### config.mk
export PLATFORM = sky130hd
export DESIGN_NAME = inst_fetch_flat
export DESIGN_NICKNAME = d
export VERILOG_FILES = /design/src/rtl/inst_fetch_pkg.sv /design/src/rtl/inst_fetch_if.sv /design/src/rtl/inst_fetch_fifo.sv /design/src/rtl/inst_fetch.sv /design/src/flat_wrapper.sv
export SDC_FILE = /design/constraint.sdc
export NUM_CORES = 1
export LEC_CHECK = 0
export BUFFER_PORTS_ARGS = -buffer_cell sky130_fd_sc_hd__buf_4
export CAP_MARGIN = 20
export CORE_ASPECT_RATIO = 1.1
export CORE_MARGIN = 2
export CORE_UTILIZATION = 45
export CTS_CLUSTER_DIAMETER = 80
export DETAILED_ROUTE_END_ITERATION = 6
export PLACE_DENSITY = 0.84
export SKIP_LAST_GASP = 1
export SLEW_MARGIN = 20
export SYNTH_ARGS = -nofsm -noshare
export SYNTH_HDL_FRONTEND = slang
export SYNTH_SLANG_ARGS = --single-unit
### constraint.sdc
create_clock -name clk -period 2.4 [get_ports clk]
set_clock_uncertainty 0.15 [all_clocks]
set_input_delay 0.36 -clock clk [delete_from_list [all_inputs] [get_ports clk]]
set_output_delay 0.36 -clock clk [all_outputs]
set_load 0.01 [all_outputs]
### src/rtl/inst_fetch_pkg.sv
// Shared core definitions for the instruction fetch unit: datapath width,
// fetch FSM states and the canonical NOP encoding.
package inst_fetch_pkg;

  localparam int unsigned XLEN = 32;

  localparam logic [XLEN-1:0] NOP = 32'h0000_0013;

  typedef enum logic {
    RUN   = 1'b0,
    DRAIN = 1'b1
  } fetch_state_e;

endpackage

### src/rtl/inst_fetch_if.sv
// Fetch-unit bus bundle: PC-unit address handshake, instruction memory
// request/response channel and decode-side instruction handshake.
interface inst_fetch_if;
  import inst_fetch_pkg::*;

  // PC unit -> fetch
  logic            valid_i;
  logic [XLEN-1:0] instAddr_i;
  logic            ready_o;
  logic            flush_i;

  // fetch <-> instruction memory
  logic            mem_req_o;
  logic [XLEN-1:0] mem_addr_o;
  logic            mem_gnt_i;
  logic            mem_rvalid_i;
  logic [XLEN-1:0] mem_rdata_i;

  // fetch -> decode
  logic            inst_valid_o;
  logic [XLEN-1:0] inst_o;
  logic [XLEN-1:0] instAddr_o;
  logic            inst_ready_i;

  modport slave (
    input  valid_i, instAddr_i, flush_i,
    input  mem_gnt_i, mem_rvalid_i, mem_rdata_i,
    input  inst_ready_i,
    output ready_o, mem_req_o, mem_addr_o,
    output inst_valid_o, inst_o, instAddr_o
  );

  modport master (
    output valid_i, instAddr_i, flush_i,
    output mem_gnt_i, mem_rvalid_i, mem_rdata_i,
    output inst_ready_i,
    input  ready_o, mem_req_o, mem_addr_o,
    input  inst_valid_o, inst_o, instAddr_o
  );

endinterface

### src/rtl/inst_fetch_fifo.sv
// Fetch entry storage: slots are allocated at issue, filled in order by
// memory responses and freed from the head by decode.
module fetch_fifo
  import inst_fetch_pkg::*;
#(
  parameter int unsigned DEPTH = 2
) (
  input  logic                     clk,
  input  logic                     reset_n,
  input  logic                     i_flush,
  input  logic                     i_alloc,
  input  logic [XLEN-1:0]          i_alloc_addr,
  input  logic                     i_fill,
  input  logic [XLEN-1:0]          i_fill_data,
  input  logic                     i_free,
  output logic [$clog2(DEPTH):0]   o_count,
  output logic                     o_head_filled,
  output logic [XLEN-1:0]          o_head_addr,
  output logic [XLEN-1:0]          o_head_data
);

  localparam int unsigned AW = $clog2(DEPTH);

  logic [XLEN-1:0]  r_addr [DEPTH];
  logic [XLEN-1:0]  r_data [DEPTH];
  logic [DEPTH-1:0] r_filled;
  logic [AW-1:0]    r_wptr;
  logic [AW-1:0]    r_fptr;
  logic [AW-1:0]    r_rptr;
  logic [AW:0]      r_count;
  logic [DEPTH-1:0] w_filled_nxt;

  // Free, alloc and fill never target the same unfilled/filled slot, so the
  // order of these updates only matters for the free/alloc overlap (both clear).
  always_comb begin
    w_filled_nxt = r_filled;
    if (i_free) begin
      w_filled_nxt[r_rptr] = 1'b0;
    end
    if (i_alloc) begin
      w_filled_nxt[r_wptr] = 1'b0;
    end
    if (i_fill) begin
      w_filled_nxt[r_fptr] = 1'b1;
    end
  end

  always_ff @(posedge clk or negedge reset_n) begin
    if (!reset_n) begin
      for (int unsigned i = 0; i < DEPTH; i++) begin
        r_addr[i] <= '0;
        r_data[i] <= '0;
      end
      r_filled <= '0;
      r_wptr   <= '0;
      r_fptr   <= '0;
      r_rptr   <= '0;
      r_count  <= '0;
    end else if (i_flush) begin
      r_filled <= '0;
      r_wptr   <= '0;
      r_fptr   <= '0;
      r_rptr   <= '0;
      r_count  <= '0;
    end else begin
      if (i_alloc) begin
        r_addr[r_wptr] <= i_alloc_addr;
        r_wptr         <= r_wptr + AW'(1);
      end
      if (i_fill) begin
        r_data[r_fptr] <= i_fill_data;
        r_fptr         <= r_fptr + AW'(1);
      end
      if (i_free) begin
        r_rptr <= r_rptr + AW'(1);
      end
      r_filled <= w_filled_nxt;
      r_count  <= r_count + (AW+1)'(i_alloc) - (AW+1)'(i_free);
    end
  end

  assign o_count       = r_count;
  assign o_head_filled = r_filled[r_rptr] && (r_count != '0);
  assign o_head_addr   = r_addr[r_rptr];
  assign o_head_data   = r_data[r_rptr];

endmodule

### src/rtl/inst_fetch.sv
// Instruction fetch unit: credit-based issue to instruction memory, in-order
// response capture and flush handling that drains abandoned responses.
module inst_fetch
  import inst_fetch_pkg::*;
#(
  parameter int unsigned DEPTH = 2
) (
  input  logic        clk,
  input  logic        reset_n,
  inst_fetch_if.slave bus
);

  localparam int unsigned AW = $clog2(DEPTH);

  fetch_state_e    r_state;
  fetch_state_e    w_state_nxt;
  logic [AW:0]     r_outstanding;
  logic [AW:0]     r_drain_cnt;
  logic [AW:0]     w_drain_nxt;
  logic [AW:0]     w_count;
  logic            w_head_filled;
  logic [XLEN-1:0] w_head_addr;
  logic [XLEN-1:0] w_head_data;
  logic            w_run;
  logic            w_inst_valid;
  logic            w_free;
  logic            w_credit_ok;
  logic            w_req;
  logic            w_ready;
  logic            w_rsp;
  logic            w_fill;

  assign w_run        = (r_state == RUN);
  assign w_inst_valid = w_run && w_head_filled;
  assign w_free       = w_inst_valid && bus.inst_ready_i && !bus.flush_i;
  assign w_credit_ok  = (w_count < (AW+1)'(DEPTH)) ||
                        (w_head_filled && bus.inst_ready_i);
  // Reset gating keeps the request low while reset_n is held, even though
  // the registered state already reads RUN with free credit.
  assign w_req        = reset_n && bus.valid_i && w_credit_ok && w_run &&
                        !bus.flush_i;
  assign w_ready      = w_req && bus.mem_gnt_i;
  assign w_rsp        = bus.mem_rvalid_i && (r_outstanding != '0);
  assign w_fill       = w_rsp && w_run && !bus.flush_i;

  fetch_fifo #(
    .DEPTH (DEPTH)
  ) u_fifo (
    .clk           (clk),
    .reset_n       (reset_n),
    .i_flush       (bus.flush_i),
    .i_alloc       (w_ready),
    .i_alloc_addr  (bus.instAddr_i),
    .i_fill        (w_fill),
    .i_fill_data   (bus.mem_rdata_i),
    .i_free        (w_free),
    .o_count       (w_count),
    .o_head_filled (w_head_filled),
    .o_head_addr   (w_head_addr),
    .o_head_data   (w_head_data)
  );

  always_comb begin
    w_state_nxt = r_state;
    w_drain_nxt = r_drain_cnt;
    if (bus.flush_i) begin
      w_drain_nxt = r_outstanding - (AW+1)'(w_rsp);
      w_state_nxt = (w_drain_nxt != '0) ? DRAIN : RUN;
    end else if ((r_state == DRAIN) && w_rsp) begin
      w_drain_nxt = r_drain_cnt - (AW+1)'(1);
      if (w_drain_nxt == '0) begin
        w_state_nxt = RUN;
      end
    end
  end

  always_ff @(posedge clk or negedge reset_n) begin
    if (!reset_n) begin
      r_state       <= RUN;
      r_drain_cnt   <= '0;
      r_outstanding <= '0;
    end else begin
      r_state       <= w_state_nxt;
      r_drain_cnt   <= w_drain_nxt;
      r_outstanding <= r_outstanding + (AW+1)'(w_ready) - (AW+1)'(w_rsp);
    end
  end

  assign bus.ready_o      = w_ready;
  assign bus.mem_req_o    = w_req;
  assign bus.mem_addr_o   = bus.instAddr_i;
  assign bus.inst_valid_o = w_inst_valid;
  assign bus.inst_o       = w_head_data;
  assign bus.instAddr_o   = w_head_addr;

  a_rsp_has_outstanding : assert property (
    @(posedge clk) disable iff (!reset_n)
    bus.mem_rvalid_i |-> (r_outstanding != '0)
  );

  a_outstanding_bound : assert property (
    @(posedge clk) disable iff (!reset_n)
    r_outstanding <= (AW+1)'(DEPTH)
  );

endmodule
### src/flat_wrapper.sv
// flat-port wrapper written by rule: the top's interface ports become plain ports
module inst_fetch_flat import inst_fetch_pkg::*;
#(
  parameter int unsigned DEPTH = 2
)
  (clk, reset_n, bus_valid_i, bus_instAddr_i, bus_flush_i, bus_mem_gnt_i, bus_mem_rvalid_i, bus_mem_rdata_i, bus_inst_ready_i, bus_ready_o, bus_mem_req_o, bus_mem_addr_o, bus_inst_valid_o, bus_inst_o, bus_instAddr_o);
  inst_fetch_if bus_i ();
  input  logic clk;
  input  logic reset_n;
  input wire logic [$bits(bus_i.valid_i)-1:0] bus_valid_i;
  input wire logic [$bits(bus_i.instAddr_i)-1:0] bus_instAddr_i;
  input wire logic [$bits(bus_i.flush_i)-1:0] bus_flush_i;
  input wire logic [$bits(bus_i.mem_gnt_i)-1:0] bus_mem_gnt_i;
  input wire logic [$bits(bus_i.mem_rvalid_i)-1:0] bus_mem_rvalid_i;
  input wire logic [$bits(bus_i.mem_rdata_i)-1:0] bus_mem_rdata_i;
  input wire logic [$bits(bus_i.inst_ready_i)-1:0] bus_inst_ready_i;
  output wire logic [$bits(bus_i.ready_o)-1:0] bus_ready_o;
  output wire logic [$bits(bus_i.mem_req_o)-1:0] bus_mem_req_o;
  output wire logic [$bits(bus_i.mem_addr_o)-1:0] bus_mem_addr_o;
  output wire logic [$bits(bus_i.inst_valid_o)-1:0] bus_inst_valid_o;
  output wire logic [$bits(bus_i.inst_o)-1:0] bus_inst_o;
  output wire logic [$bits(bus_i.instAddr_o)-1:0] bus_instAddr_o;
  assign bus_i.valid_i = bus_valid_i;
  assign bus_i.instAddr_i = bus_instAddr_i;
  assign bus_i.flush_i = bus_flush_i;
  assign bus_i.mem_gnt_i = bus_mem_gnt_i;
  assign bus_i.mem_rvalid_i = bus_mem_rvalid_i;
  assign bus_i.mem_rdata_i = bus_mem_rdata_i;
  assign bus_i.inst_ready_i = bus_inst_ready_i;
  assign bus_ready_o = bus_i.ready_o;
  assign bus_mem_req_o = bus_i.mem_req_o;
  assign bus_mem_addr_o = bus_i.mem_addr_o;
  assign bus_inst_valid_o = bus_i.inst_valid_o;
  assign bus_inst_o = bus_i.inst_o;
  assign bus_instAddr_o = bus_i.instAddr_o;
  inst_fetch #(.DEPTH(DEPTH)) u_core (.clk(clk), .reset_n(reset_n), .bus(bus_i));
endmodule
# Yosys cells after proc, flatten, opt, wreduce, memory -nomap -nowiden
# Cells that the tools add are included.
[classes]
n_eq_ne = 0
magnitude_cmp = 12
n_bitwise = 10
n_shift = 0
n_mul = 0
addsub = 9
div = 0
n_reduce_logical = 33
n_mux = 37
[ops]
columns = ["op", "count"]
rows = [
  ["$mux 32", 8],
  ["$bwmux 64", 2],
  ["$demux 32 s1", 2],
  ["$logic_and 1x1->1", 19],
  ["$reduce_bool 2->1", 8],
  ["$mux 1", 15],
  ["$mux 2", 7],
  ["$ge 2x2->1 const B", 3],
  ["$lt 1x2->1 const B", 3],
  ["$not 1->2", 3],
  ["$reduce_and 2->1", 3],
  ["$sub 2x1->2", 3],
  ["$add 2x1->2", 2],
  ["$and 2x2->2", 2],
  ["$lt 2x1->1 const B", 2],
  ["$not 2->2", 2],
  ["$add 1x1->1 const B", 3],
  ["$demux 1 s1", 3],
  ["$ge 1x1->1 const B", 3],
  ["$logic_not 2->1", 1],
  ["$lt 2x2->1 const B", 1],
  ["$not 1->1", 2],
  ["$or 2x2->2", 1],
  ["$sub 2x1->2 const B", 1],
  ["2 further kinds", 2],
]
[totals]
reg_bits = 140
ram_bits = 0
mem_bits_ro = 0
latch_bits = 0
memories = 0
input_bits = 71

# Longest topological paths before layout
# Gate-level depths: netlist (run 1).
[logic_depth]
ltp_word = 13
depth_mapped = 11
depth_no_buf = 10

# By module
# From an unflattened synthesis (run 1), not the netlist that was laid out.
[unflattened]
cells_unflattened = 437
area_unflattened_um2 = 6482.5
[modules_own_cells]
columns = ["module", "area_each_um2", "cells_per_inst", "seq_area_each_um2", "n_inst"]
rows = [
  ["fetch_fifo", 5920.7, 375, 3378.2, 1],
  ["inst_fetch", 561.8, 62, 125.1, 1],
]

# Worst setup path after synthesis (run 1)
# Ideal clock, no wire load.
[synth_timing]
path_kind = "reg-to-reg"
startpoint = "register u_core.u_fifo.r_rptr"
endpoint = "register u_core.u_fifo.r_count[1] (netlist: u_core.u_fifo.o_count[1])"
slack_ps = -63
arrival_ps = 2181
stages_incl_launch_ff = 12
n_path_buf = 1
setup_time_ps = 132
cell_sequence = "dfrtp_1 -> buf_4 -> mux2i_1 -> a211oi_4 -> and2_1 -> inv_1 -> ha_1 -> inv_1 -> ha_1 -> xor2_1 -> xnor2_1 -> nor2_1"
[synth_between]
elab_chain_cells = 12
word_cells_on_any_way = 15
classes_between = "add/sub (2); mux (3); reduce/logical (10)"
[synth_lines]
columns = ["item", "line", "rtl"]
rows = [
  ["start: declaration", "inst_fetch_fifo.sv:29", "logic [AW-1:0] r_rptr;"],
  ["start signal: assignment", "inst_fetch_fifo.sv:75", "r_rptr <= r_rptr + AW'(1);"],
  ["$mux 1 (not written as such) (2 in a row)", "inst_fetch_fifo.sv:83", "assign o_head_filled = r_filled[r_rptr] && (r_count != '0);"],
  ["$logic_and 1x1->1", "inst_fetch_fifo.sv:83", ""],
  ["$logic_and 1x1->1", "inst_fetch.sv:37", "(w_head_filled && bus.inst_ready_i);"],
  ["$logic_or 1x1->1", "inst_fetch.sv:36", "assign w_credit_ok = (w_count < (AW+1)'(DEPTH)) ||"],
  ["$logic_and 1x1->1 (3 in a row)", "inst_fetch.sv:40", "assign w_req = reset_n && bus.valid_i && w_credit_ok && w_run &&"],
  ["net bus_mem_req_o", "flat_wrapper.sv:18", "output wire logic [$bits(bus_i.mem_req_o)-1:0] bus_mem_req_o;"],
  ["$logic_and 1x1->1", "inst_fetch.sv:42", "assign w_ready = w_req && bus.mem_gnt_i;"],
  ["net bus_ready_o", "flat_wrapper.sv:17", "output wire logic [$bits(bus_i.ready_o)-1:0] bus_ready_o;"],
  ["$add 2x1->2", "inst_fetch_fifo.sv:78", "r_count <= r_count + (AW+1)'(i_alloc) - (AW+1)'(i_free);"],
  ["$sub 2x1->2", "inst_fetch_fifo.sv:78", ""],
  ["$mux 2", "inst_fetch_fifo.sv:59", "end else if (i_flush) begin"],
  ["end signal: assignment", "inst_fetch_fifo.sv:78", ""],
  ["end: declaration", "inst_fetch_fifo.sv:30", "logic [AW:0] r_count;"],
]
# The timed path passes the listed nets, and every way through them passes these cells. The select of a mux whose other input is x is not followed.
# A chain may end at the register's enable or synchronous reset.

# Worst setup path in the final report (run 1)
[layout_timing]
startpoint = "register u_core.u_fifo.r_rptr"
endpoint = "output port bus_instAddr_o[31]"
[layout_between]
elab_chain_cells = 4
[layout_lines]
columns = ["item", "line", "rtl"]
rows = [
  ["$not 1->2 (not written as such)", "inst_fetch_fifo.sv:84", "assign o_head_addr = r_addr[r_rptr];"],
  ["$mux 32 (not written as such) (3 in a row)", "inst_fetch_fifo.sv:84", ""],
  ["end: declaration", "flat_wrapper.sv:22", "output wire logic [$bits(bus_i.instAddr_o)-1:0] bus_instAddr_o;"],
]
# No other way between the ends. The select of a mux whose other input is x is not followed.

==> flow_summary.html, run 1 <==
<table>
<tr><th>Metric</th><th>Value</th></tr>
<tr><th colspan="2">Route</th></tr>
<tr><td>Via total after detailed routing</td><td>4035</td></tr>
<tr><td>Wire length after detailed routing</td><td>between 10000 and 15000 um</td></tr>
<tr><td>Number of violations reported at the end of detailed-routing iteration 0</td><td>140</td></tr>
<tr><td>Antenna viol nets, final</td><td>0</td></tr>
<tr><td>Average wire per cell in the routed design</td><td>roughly 17 um</td></tr>
<tr><td>Number of remaining DRC errors</td><td>0</td></tr>
<tr><td>Vias per cell</td><td>5.08</td></tr>
<tr><td>TritonRoute pass-1 iters</td><td>4</td></tr>
<tr><th colspan="2">Pwr</th></tr>
<tr><td>Leakage power of the design</td><td>approximately 0.0042 uW</td></tr>
<tr><td>Power per cell area</td><td>around 1100 mW/mm2</td></tr>
<tr><td>Post-layout total power</td><td>9230 uW</td></tr>
<tr><td>VDD IR max</td><td>approximately 730 uV</td></tr>
<tr><th colspan="2">Floorplan</th></tr>
<tr><td>Effective utilization at floorplan</td><td>0.465</td></tr>
<tr><td>Die Height</td><td>about 130 um</td></tr>
<tr><td>Horizontal die dimension</td><td>around 120 um</td></tr>
<tr><td># IOs</td><td>170</td></tr>
<tr><td>Die area</td><td>roughly 0.015 mm2</td></tr>
<tr><td>Core Box Area</td><td>roughly 0.014 mm2</td></tr>
<tr><td>Number of rows created at floorplan</td><td>45</td></tr>
<tr><th colspan="2">Clocking</th></tr>
<tr><td>Clock-pin slew of the registers on the worst-case setup and hold paths</td><td>about 50 ps</td></tr>
<tr><td>CTS Root Buffer Type</td><td>sky130_fd_sc_hd__clkbuf_16</td></tr>
<tr><td>Clock Sink Count</td><td>140</td></tr>
<tr><td>Clk_lat worst skew</td><td>about 410 ps</td></tr>
<tr><td>Number of buffers created by CTS</td><td>17</td></tr>
<tr><td>CTS H-Tree Depth</td><td>4</td></tr>
<tr><td>Clock tree from TritonCTS</td><td>built</td></tr>
<tr><td>Maximum root-to-sink buffer count</td><td>2</td></tr>
<tr><th colspan="2">STA</th></tr>
<tr><td>Setup repair after global routing missed its margin</td><td>no</td></tr>
<tr><td>Final Worst Setup Slack</td><td>roughly 100 ps</td></tr>
<tr><td>Post-route minimum period</td><td>between 2000 and 2500 ps</td></tr>
<tr><td>Slew Limit Headroom</td><td>0.503</td></tr>
<tr><td>Min Hold Slack</td><td>-23.9 ps</td></tr>
<tr><td>Number of max-slew violations in the final report</td><td>0</td></tr>
<tr><td>Worst-Margin Slew</td><td>745 ps</td></tr>
<tr><td>Setup total negative slack</td><td>0 ps</td></tr>
<tr><td>Count of endpoints failing hold in the final timing report</td><td>60</td></tr>
<tr><td>Maximum achievable frequency</td><td>approximately 430 MHz</td></tr>
<tr><td>Final setup viols</td><td>0</td></tr>
<tr><td>Portion of the clock cycle consumed by the worst path in the final layout</td><td>0.958</td></tr>
<tr><th colspan="2">Global routing</th></tr>
<tr><td>Wire length of the first global-routing pass</td><td>21300 um</td></tr>
<tr><td>Largest net degree at the start of global routing</td><td>between 80 and 90</td></tr>
<tr><td>Antenna violations before repair</td><td>0</td></tr>
<tr><td>Total congestion overflow after global routing</td><td>0</td></tr>
<tr><td>Aggregate global-route resource usage</td><td>0.177</td></tr>
<tr><td>Via count of the first global-routing pass</td><td>about 4500</td></tr>
<tr><th colspan="2">Critical path</th></tr>
<tr><td>Worst path slowest cell</td><td>sky130_fd_sc_hd__dfrtp_2</td></tr>
<tr><td>Worst path buffer plus inverter count</td><td>2</td></tr>
<tr><td>Setup Crit Path Kind</td><td>reg -&gt; out</td></tr>
<tr><td>List of cells traversed by the critical path</td><td>buf_8, mux2_2, buf_4</td></tr>
<tr><td>Startpoint class of the critical path</td><td>flip-flop</td></tr>
<tr><td>Critical path arrival</td><td>1790 ps</td></tr>
<tr><td>Delay of the slowest cell on the worst path</td><td>about 400 ps</td></tr>
<tr><td>Critical path endpoint category</td><td>output port</td></tr>
<tr><td>Maximum fanout along the worst path</td><td>52</td></tr>
<tr><td>Worst path top cell family by delay</td><td>buffers and inverters</td></tr>
<tr><td>Worst endpoint required time</td><td>1890 ps</td></tr>
<tr><th colspan="2">Placement</th></tr>
<tr><td>Placement Setup Slack</td><td>roughly 52 ps</td></tr>
<tr><td>Dpl hpwl</td><td>9200 um</td></tr>
<tr><td>Port-buffer cells</td><td>~170</td></tr>
<tr><td>Last weighted congestion value of the routability-driven placer</td><td>~0.76</td></tr>
<tr><th colspan="2">Logic synthesis</th></tr>
<tr><td>Count of flip-flops with a built-in enable after synthesis</td><td>0</td></tr>
<tr><td>Post-Syn Area</td><td>between 0.006 and 0.007 mm2</td></tr>
<tr><td>Post-synthesis instance total</td><td>448</td></tr>
<tr><td>Sequential share of the synthesized area</td><td>0.542</td></tr>
<tr><td>Most frequent cell after synthesis</td><td>sky130_fd_sc_hd__mux2_2</td></tr>
<tr><td>Fraction of synthesized cell area taken by the top area cell type</td><td>0.542</td></tr>
<tr><td>Syn nets</td><td>between 500 and 600</td></tr>
<tr><td>Library cell occupying the most area in the post-synthesis netlist</td><td>sky130_fd_sc_hd__dfrtp_1</td></tr>
<tr><td>Largest cells by area after synthesis</td><td>sky130_fd_sc_hd__dfrtp_1 (54%), sky130_fd_sc_hd__mux2_2 (33%), sky130_fd_sc_hd__buf_4 (4.2%)</td></tr>
<tr><td>Share of async-settable or async-resettable flops after synthesis</td><td>1.00</td></tr>
<tr><td>Flip-flop and latch count after synthesis</td><td>140</td></tr>
<tr><td>Count of different cell masters after synthesis</td><td>36</td></tr>
<tr><td>Dominant register cell in the synthesized netlist</td><td>sky130_fd_sc_hd__dfrtp_1</td></tr>
<tr><td>Avg Cell Area, Syn</td><td>14.4 um2</td></tr>
<tr><td>Synth warn</td><td>0</td></tr>
<tr><td>Most frequent cells after synthesis</td><td>sky130_fd_sc_hd__mux2_2 (191), sky130_fd_sc_hd__dfrtp_1 (140), sky130_fd_sc_hd__buf_4 (36), sky130_fd_sc_hd__buf_2 (9), sky130_fd_sc_hd__inv_1 (8)</td></tr>
<tr><th colspan="2">Cells and area</th></tr>
<tr><td>Number of diodes</td><td>0</td></tr>
<tr><td>Util after Layout</td><td>0.602</td></tr>
<tr><td>Share of cells above drive strength 1</td><td>0.672</td></tr>
<tr><td>Post-synthesis to final-layout area growth</td><td>29.5%</td></tr>
<tr><td>Net count, final</td><td>~670</td></tr>
<tr><th colspan="2">Worst hold path</th></tr>
<tr><td>Hold crit path type</td><td>in -&gt; async</td></tr>
<tr><th colspan="2">Run status</th></tr>
<tr><td>Status</td><td>complete, but fails checks</td></tr>
<tr><td>Violated checks</td><td>hold timing</td></tr>
<tr><th colspan="2">Flow run</th></tr>
<tr><td>MaxCap Viol Count</td><td>0</td></tr>
</table>
-- kinds of logic (layout without fill, tap and decap cells) --
family                   after synthesis  count (layout)  share of synthesized area
multiplexers                         194             194                      0.338
flip-flops                           140             140                      0.542
buffers and inverters                 63             221                     0.0593
AND/OR/NAND/NOR                       24              24                     0.0232
AO/OA/AOI/OAI                         14              14                     0.0163
XOR/XNOR                               7               7                    0.00949
adder cells (fa/ha/maj)                6               6                     0.0116
-- where the power goes --
part           internal, uW  leakage, uW  total (uW)  switching [uW]
Clock                  1690     0.000289        2590             904
Combinational          1850      0.00207        3010            1160
Sequential             3210      0.00182        3630             424
-- cells in the final DEF, fill, tap and decap left out, types with 3 or more instances in the layout --
cell / synthesis / layout
sky130_fd_sc_hd__nand2_1: 5 / 5
sky130_fd_sc_hd__xnor2_1: 5 / 5
sky130_fd_sc_hd__a21oi_1: 3 / 3
sky130_fd_sc_hd__ha_1: 6 / 6
sky130_fd_sc_hd__clkbuf_8: 0 / 6
sky130_fd_sc_hd__buf_4: 36 / 177
sky130_fd_sc_hd__nor2_1: 3 / 3
sky130_fd_sc_hd__dfrtp_1: 140 / 139
sky130_fd_sc_hd__o21ai_0: 3 / 3
sky130_fd_sc_hd__clkbuf_16: 0 / 17
sky130_fd_sc_hd__clkbuf_1: 7 / 3
sky130_fd_sc_hd__inv_1: 8 / 8
sky130_fd_sc_hd__mux2_2: 191 / 191
-- worst paths after layout --
check,cells past startpoint,endpoint,start,slack [ps]
worst max register to register,10,u_core.u_fifo.o_count[1],u_core.u_fifo.r_rptr,120
worst max-delay path,3,bus_instAddr_o[31],u_core.u_fifo.r_rptr,100
max in group asynchronous,4,u_core.u_fifo.r_addr[8],reset_n,970
worst min register to register,1,u_core.u_fifo.r_addr[30],u_core.u_fifo.r_addr[30],340
min in group clk,2,u_core.u_fifo.r_addr[30],bus_instAddr_i[30],40
worst min-delay path,2,u_core.u_fifo.r_addr[0],reset_n,-20
-- per-layer routing --
metal / routed length, um / global-route usage / vias up
met2: 7140 / 0.316 / 113
met3: 755 / 0.0643 / 20
met1: 5220 / 0.194 / 2053
li1: - / - / 1849
met4: 269 / 0.0702 / 0
met5: 0 / 0 / -
-- cell type report --
cell class	count	area, um2
Clock buffer	26	519
Clock inverter	5	80.1
Fill cell	1083	5540
Inverter	8	30.0
Multi-Input combinational cell	245	2580
Sequential cell	140	3500
Tap cell	188	235
Timing Repair Buffer	182	1420
-- repair_timing --
action                                 in CTS  in global routing
gates resized for setup                     1                  2
buffers inserted                            0                  0
endpoints found under the hold margin      56                  0
setup endpoints to repair                  49                 49
-- through the flow --
step	instances	cell area [um2]
final	794	8370
after global routing	794	8370
after CTS	793	8340
after detailed placement	762	7730
after global placement	762	7730
after floorplan	448	6460
-- sequential cells by signal (all words and copies together), names as in the netlist --
| register | cells |
|---|---|
| u_core.u_fifo.r_data | 64 |
| u_core.u_fifo.r_addr | 64 |
| u_core.u_fifo.r_rptr | 1 |
| u_core.u_fifo.r_wptr | 1 |
| u_core.u_fifo.r_filled | 2 |
| u_core.r_outstanding | 2 |
| u_core.u_fifo.r_fptr | 1 |
| u_core.r_state | 1 |
| u_core.r_drain_cnt | 2 |
| u_core.u_fifo.o_count | 2 |
-- worst register-to-register path: stages, from the launching register on --
cell,delay [ps]
sky130_fd_sc_hd__dfrtp_2,410
sky130_fd_sc_hd__mux2i_1,400
sky130_fd_sc_hd__a211oi_4,110
sky130_fd_sc_hd__and2_4,180
sky130_fd_sc_hd__inv_1,80
sky130_fd_sc_hd__ha_1,230
sky130_fd_sc_hd__inv_1,60
sky130_fd_sc_hd__ha_1,170
sky130_fd_sc_hd__xor2_1,180
sky130_fd_sc_hd__xnor2_1,140
sky130_fd_sc_hd__nor2_1,70
Power figures use the tool's default switching activity.
==> inputs of run 2 (changes only) <==
- PLACE_DENSITY: 0.84 -> 0.81
- clock period: 2.4 -> 2.9 ns (I/O delays scaled with it)
==> flow_summary.html, run 2 (same netlist as run 1, synthesis figures left out) <==
<table>
<tr><th>Metric</th><th>Value</th></tr>
<tr><th colspan="2">Critical path</th></tr>
<tr><td>Critical path arrival</td><td>1990 ps (was 1790 ps)</td></tr>
<tr><td>Setup Crit Path Kind</td><td>reg -&gt; out (unchanged)</td></tr>
<tr><td>Maximum fanout along the worst path</td><td>51 (was 52)</td></tr>
<tr><td>Worst endpoint required time</td><td>2320 ps (was 1890 ps)</td></tr>
<tr><td>Startpoint class of the critical path</td><td>flip-flop (unchanged)</td></tr>
<tr><td>Critical path endpoint category</td><td>output port (unchanged)</td></tr>
<tr><th colspan="2">STA</th></tr>
<tr><td>Post-route minimum period</td><td>2580 ps</td></tr>
<tr><td>Number of max-slew violations in the final report</td><td>0 (unchanged)</td></tr>
<tr><td>Setup repair after global routing missed its margin</td><td>no (unchanged)</td></tr>
<tr><td>Count of endpoints failing hold in the final timing report</td><td>0 (was 60)</td></tr>
<tr><td>Portion of the clock cycle consumed by the worst path in the final layout</td><td>0.889</td></tr>
<tr><td>Final Worst Setup Slack</td><td>321 ps (was 100 ps)</td></tr>
<tr><td>Final setup viols</td><td>0 (unchanged)</td></tr>
<tr><td>Slew Limit Headroom</td><td>0.510 (was 0.503)</td></tr>
<tr><td>Worst-Margin Slew</td><td>735 ps (was 745 ps)</td></tr>
<tr><td>Maximum achievable frequency</td><td>388 MHz</td></tr>
<tr><td>Setup total negative slack</td><td>0 ps (unchanged)</td></tr>
<tr><th colspan="2">Pwr</th></tr>
<tr><td>VDD IR max</td><td>536 uV (was 727 uV)</td></tr>
<tr><td>Leakage power of the design</td><td>0.00414 uW (was 0.00418 uW)</td></tr>
<tr><td>Post-layout total power</td><td>7640 uW (was 9230 uW)</td></tr>
<tr><td>Power per cell area</td><td>922 mW/mm2 (was 1100 mW/mm2)</td></tr>
<tr><th colspan="2">Floorplan</th></tr>
<tr><td>Die area</td><td>0.0153 mm2 (unchanged)</td></tr>
<tr><td>Effective utilization at floorplan</td><td>0.465 (unchanged)</td></tr>
<tr><td>Die Height</td><td>130 um (unchanged)</td></tr>
<tr><td># IOs</td><td>170 (unchanged)</td></tr>
<tr><td>Core Box Area</td><td>0.0139 mm2 (unchanged)</td></tr>
<tr><td>Horizontal die dimension</td><td>118 um (unchanged)</td></tr>
<tr><td>Number of rows created at floorplan</td><td>45 (unchanged)</td></tr>
<tr><th colspan="2">Cells and area</th></tr>
<tr><td>Share of cells above drive strength 1</td><td>0.669 (was 0.672)</td></tr>
<tr><td>Number of diodes</td><td>0 (unchanged)</td></tr>
<tr><td>Most common cell after layout, fill and taps aside</td><td>sky130_fd_sc_hd__mux2_2 (unchanged)</td></tr>
<tr><td>Register Area</td><td>0.00350 mm2 (unchanged)</td></tr>
<tr><td>Highest-count cells in the layout ignoring fill and taps</td><td>sky130_fd_sc_hd__mux2_2 (191), sky130_fd_sc_hd__buf_4 (173), sky130_fd_sc_hd__dfrtp_1 (139) (was sky130_fd_sc_hd__mux2_2 (191), sky130_fd_sc_hd__buf_4 (177), sky130_fd_sc_hd__dfrtp_1 (139))</td></tr>
<tr><td>Post-synthesis to final-layout area growth</td><td>28.3% (was 29.5%)</td></tr>
<tr><td>Biggest registers after layout</td><td>u_core.u_fifo.r_addr x64, u_core.u_fifo.r_data x64 (unchanged)</td></tr>
<tr><td>Layout filler cell count</td><td>1120 (was 1083)</td></tr>
<tr><td>Net count, final</td><td>665 (was 671)</td></tr>
<tr><td>Multi-input gate area in the final layout</td><td>0.00257 mm2 (was 0.00258 mm2)</td></tr>
<tr><th colspan="2">Clocking</th></tr>
<tr><td>Number of buffers created by CTS</td><td>17 (unchanged)</td></tr>
<tr><td>Clock Sink Count</td><td>140 (unchanged)</td></tr>
<tr><td>Clk_lat worst skew</td><td>410 ps (about the same)</td></tr>
<tr><td>Clock tree from TritonCTS</td><td>built (unchanged)</td></tr>
<tr><td>Count of cells resized by post-cts repair</td><td>0 (was 1)</td></tr>
<tr><td>CTS H-Tree Depth</td><td>4 (unchanged)</td></tr>
<tr><td>Post-CTS Hold Fix Bufs</td><td>0</td></tr>
<tr><td>Maximum root-to-sink buffer count</td><td>2 (unchanged)</td></tr>
<tr><td>Total setup buffers inserted after CTS</td><td>0 (unchanged)</td></tr>
<tr><td>Clock-pin slew of the registers on the worst-case setup and hold paths</td><td>60 ps (was 50 ps)</td></tr>
<tr><td>CTS Root Buffer Type</td><td>sky130_fd_sc_hd__clkbuf_16 (unchanged)</td></tr>
<tr><th colspan="2">Route</th></tr>
<tr><td>TritonRoute pass-1 iters</td><td>4 (unchanged)</td></tr>
<tr><td>Average wire per cell in the routed design</td><td>16.9 um (about the same)</td></tr>
<tr><td>Number of violations reported at the end of detailed-routing iteration 0</td><td>191 (was 140)</td></tr>
<tr><td>Vias per cell</td><td>5.04 (was 5.08)</td></tr>
<tr><td>Antenna viol nets, final</td><td>0 (unchanged)</td></tr>
<tr><td>Number of remaining DRC errors</td><td>0 (unchanged)</td></tr>
<tr><td>Wire length after detailed routing</td><td>13300 um (was 13400 um)</td></tr>
<tr><td>Via total after detailed routing</td><td>3973 (was 4035)</td></tr>
<tr><th colspan="2">Run status</th></tr>
<tr><td>Status</td><td>finished, final reports clean (was complete, but fails checks)</td></tr>
<tr><th colspan="2">Global routing</th></tr>
<tr><td>Wire length of the first global-routing pass</td><td>21400 um (was 21300 um)</td></tr>
<tr><td>Via count of the first global-routing pass</td><td>4413 (was 4457)</td></tr>
<tr><td>Total congestion overflow after global routing</td><td>0 (unchanged)</td></tr>
<tr><td>Antenna violations before repair</td><td>0 (unchanged)</td></tr>
<tr><td>Largest net degree at the start of global routing</td><td>141 (was 81)</td></tr>
<tr><td>Aggregate global-route resource usage</td><td>0.180 (was 0.177)</td></tr>
<tr><th colspan="2">Placement</th></tr>
<tr><td>Last weighted congestion value of the routability-driven placer</td><td>0.728 (was 0.758)</td></tr>
<tr><td>Port-buffer cells</td><td>169 (unchanged)</td></tr>
<tr><td>Placement Setup Slack</td><td>338 ps (was 51.9 ps)</td></tr>
<tr><td>Dpl hpwl</td><td>8970 um (was 9200 um)</td></tr>
<tr><th colspan="2">Worst hold path</th></tr>
<tr><td>Hold crit path type</td><td>in -&gt; async (unchanged)</td></tr>
<tr><th colspan="2">Flow run</th></tr>
<tr><td>MaxCap Viol Count</td><td>0 (unchanged)</td></tr>
</table>
## run 2: layout make-up
cell class / count / share of cell area
Timing Repair Buffer: 176 / 0.163
Multi-Input combinational cell: 245 / 0.311
Sequential cell: 140 / 0.423
Inverter: 8 / 0.00362
Tap cell: 188 / 0.0284
Clock buffer: 20 / 0.0539
Clock inverter: 12 / 0.0177
## run 2: routing by layer
metal  wire [um]  GRT usage  share of wire  up-vias
met5           0          0              0        -
met4         259     0.0801          0.019        0
met3         813     0.0621          0.061       19
met2        7120      0.321           0.53      106
met1        5140      0.195           0.39     2014
li1            -          -              -     1834
## run 2: final timing paths
check                                         start                  endpoint  slack, ps  cells past startpoint
min in group clk                 bus_instAddr_i[19]  u_core.u_fifo.r_addr[51]        110                      2
min reg2reg                u_core.u_fifo.r_addr[51]  u_core.u_fifo.r_addr[51]        340                      1
max in group asynchronous                   reset_n  u_core.u_fifo.r_data[23]       2040                      2
min                                         reset_n  u_core.u_fifo.r_addr[52]         10                      2
max reg2reg                          u_core.r_state  u_core.u_fifo.o_count[1]        410                     10
max                            u_core.u_fifo.r_rptr        bus_instAddr_o[27]        320                      3
## run 2: power by group
group          switching, uW  total (uW)  internal (uW)  leakage [uW]
combinational            941        2460           1510       0.00203
sequential               361        3020           2660       0.00182
clock                    800        2170           1370      0.000286
## run 2: worst max-delay path: stages (launching register included)
cell,delay (ps)
sky130_fd_sc_hd__dfrtp_2,400
sky130_fd_sc_hd__buf_4,580
sky130_fd_sc_hd__mux2_2,420
sky130_fd_sc_hd__buf_4,150
## run 2: per-stage QoR
step	hold slack, ps	instance area (um2)	util	std cells
3_5_place_dp	332	7690	0.553	757
6_report	10.4	8290	0.596	789
2_1_floorplan	-10.6	6460	-	448
5_1_grt	47.5	8290	0.596	789
4_1_cts	50.2	8290	0.596	789
3_3_place_gp	318	7690	0.553	757
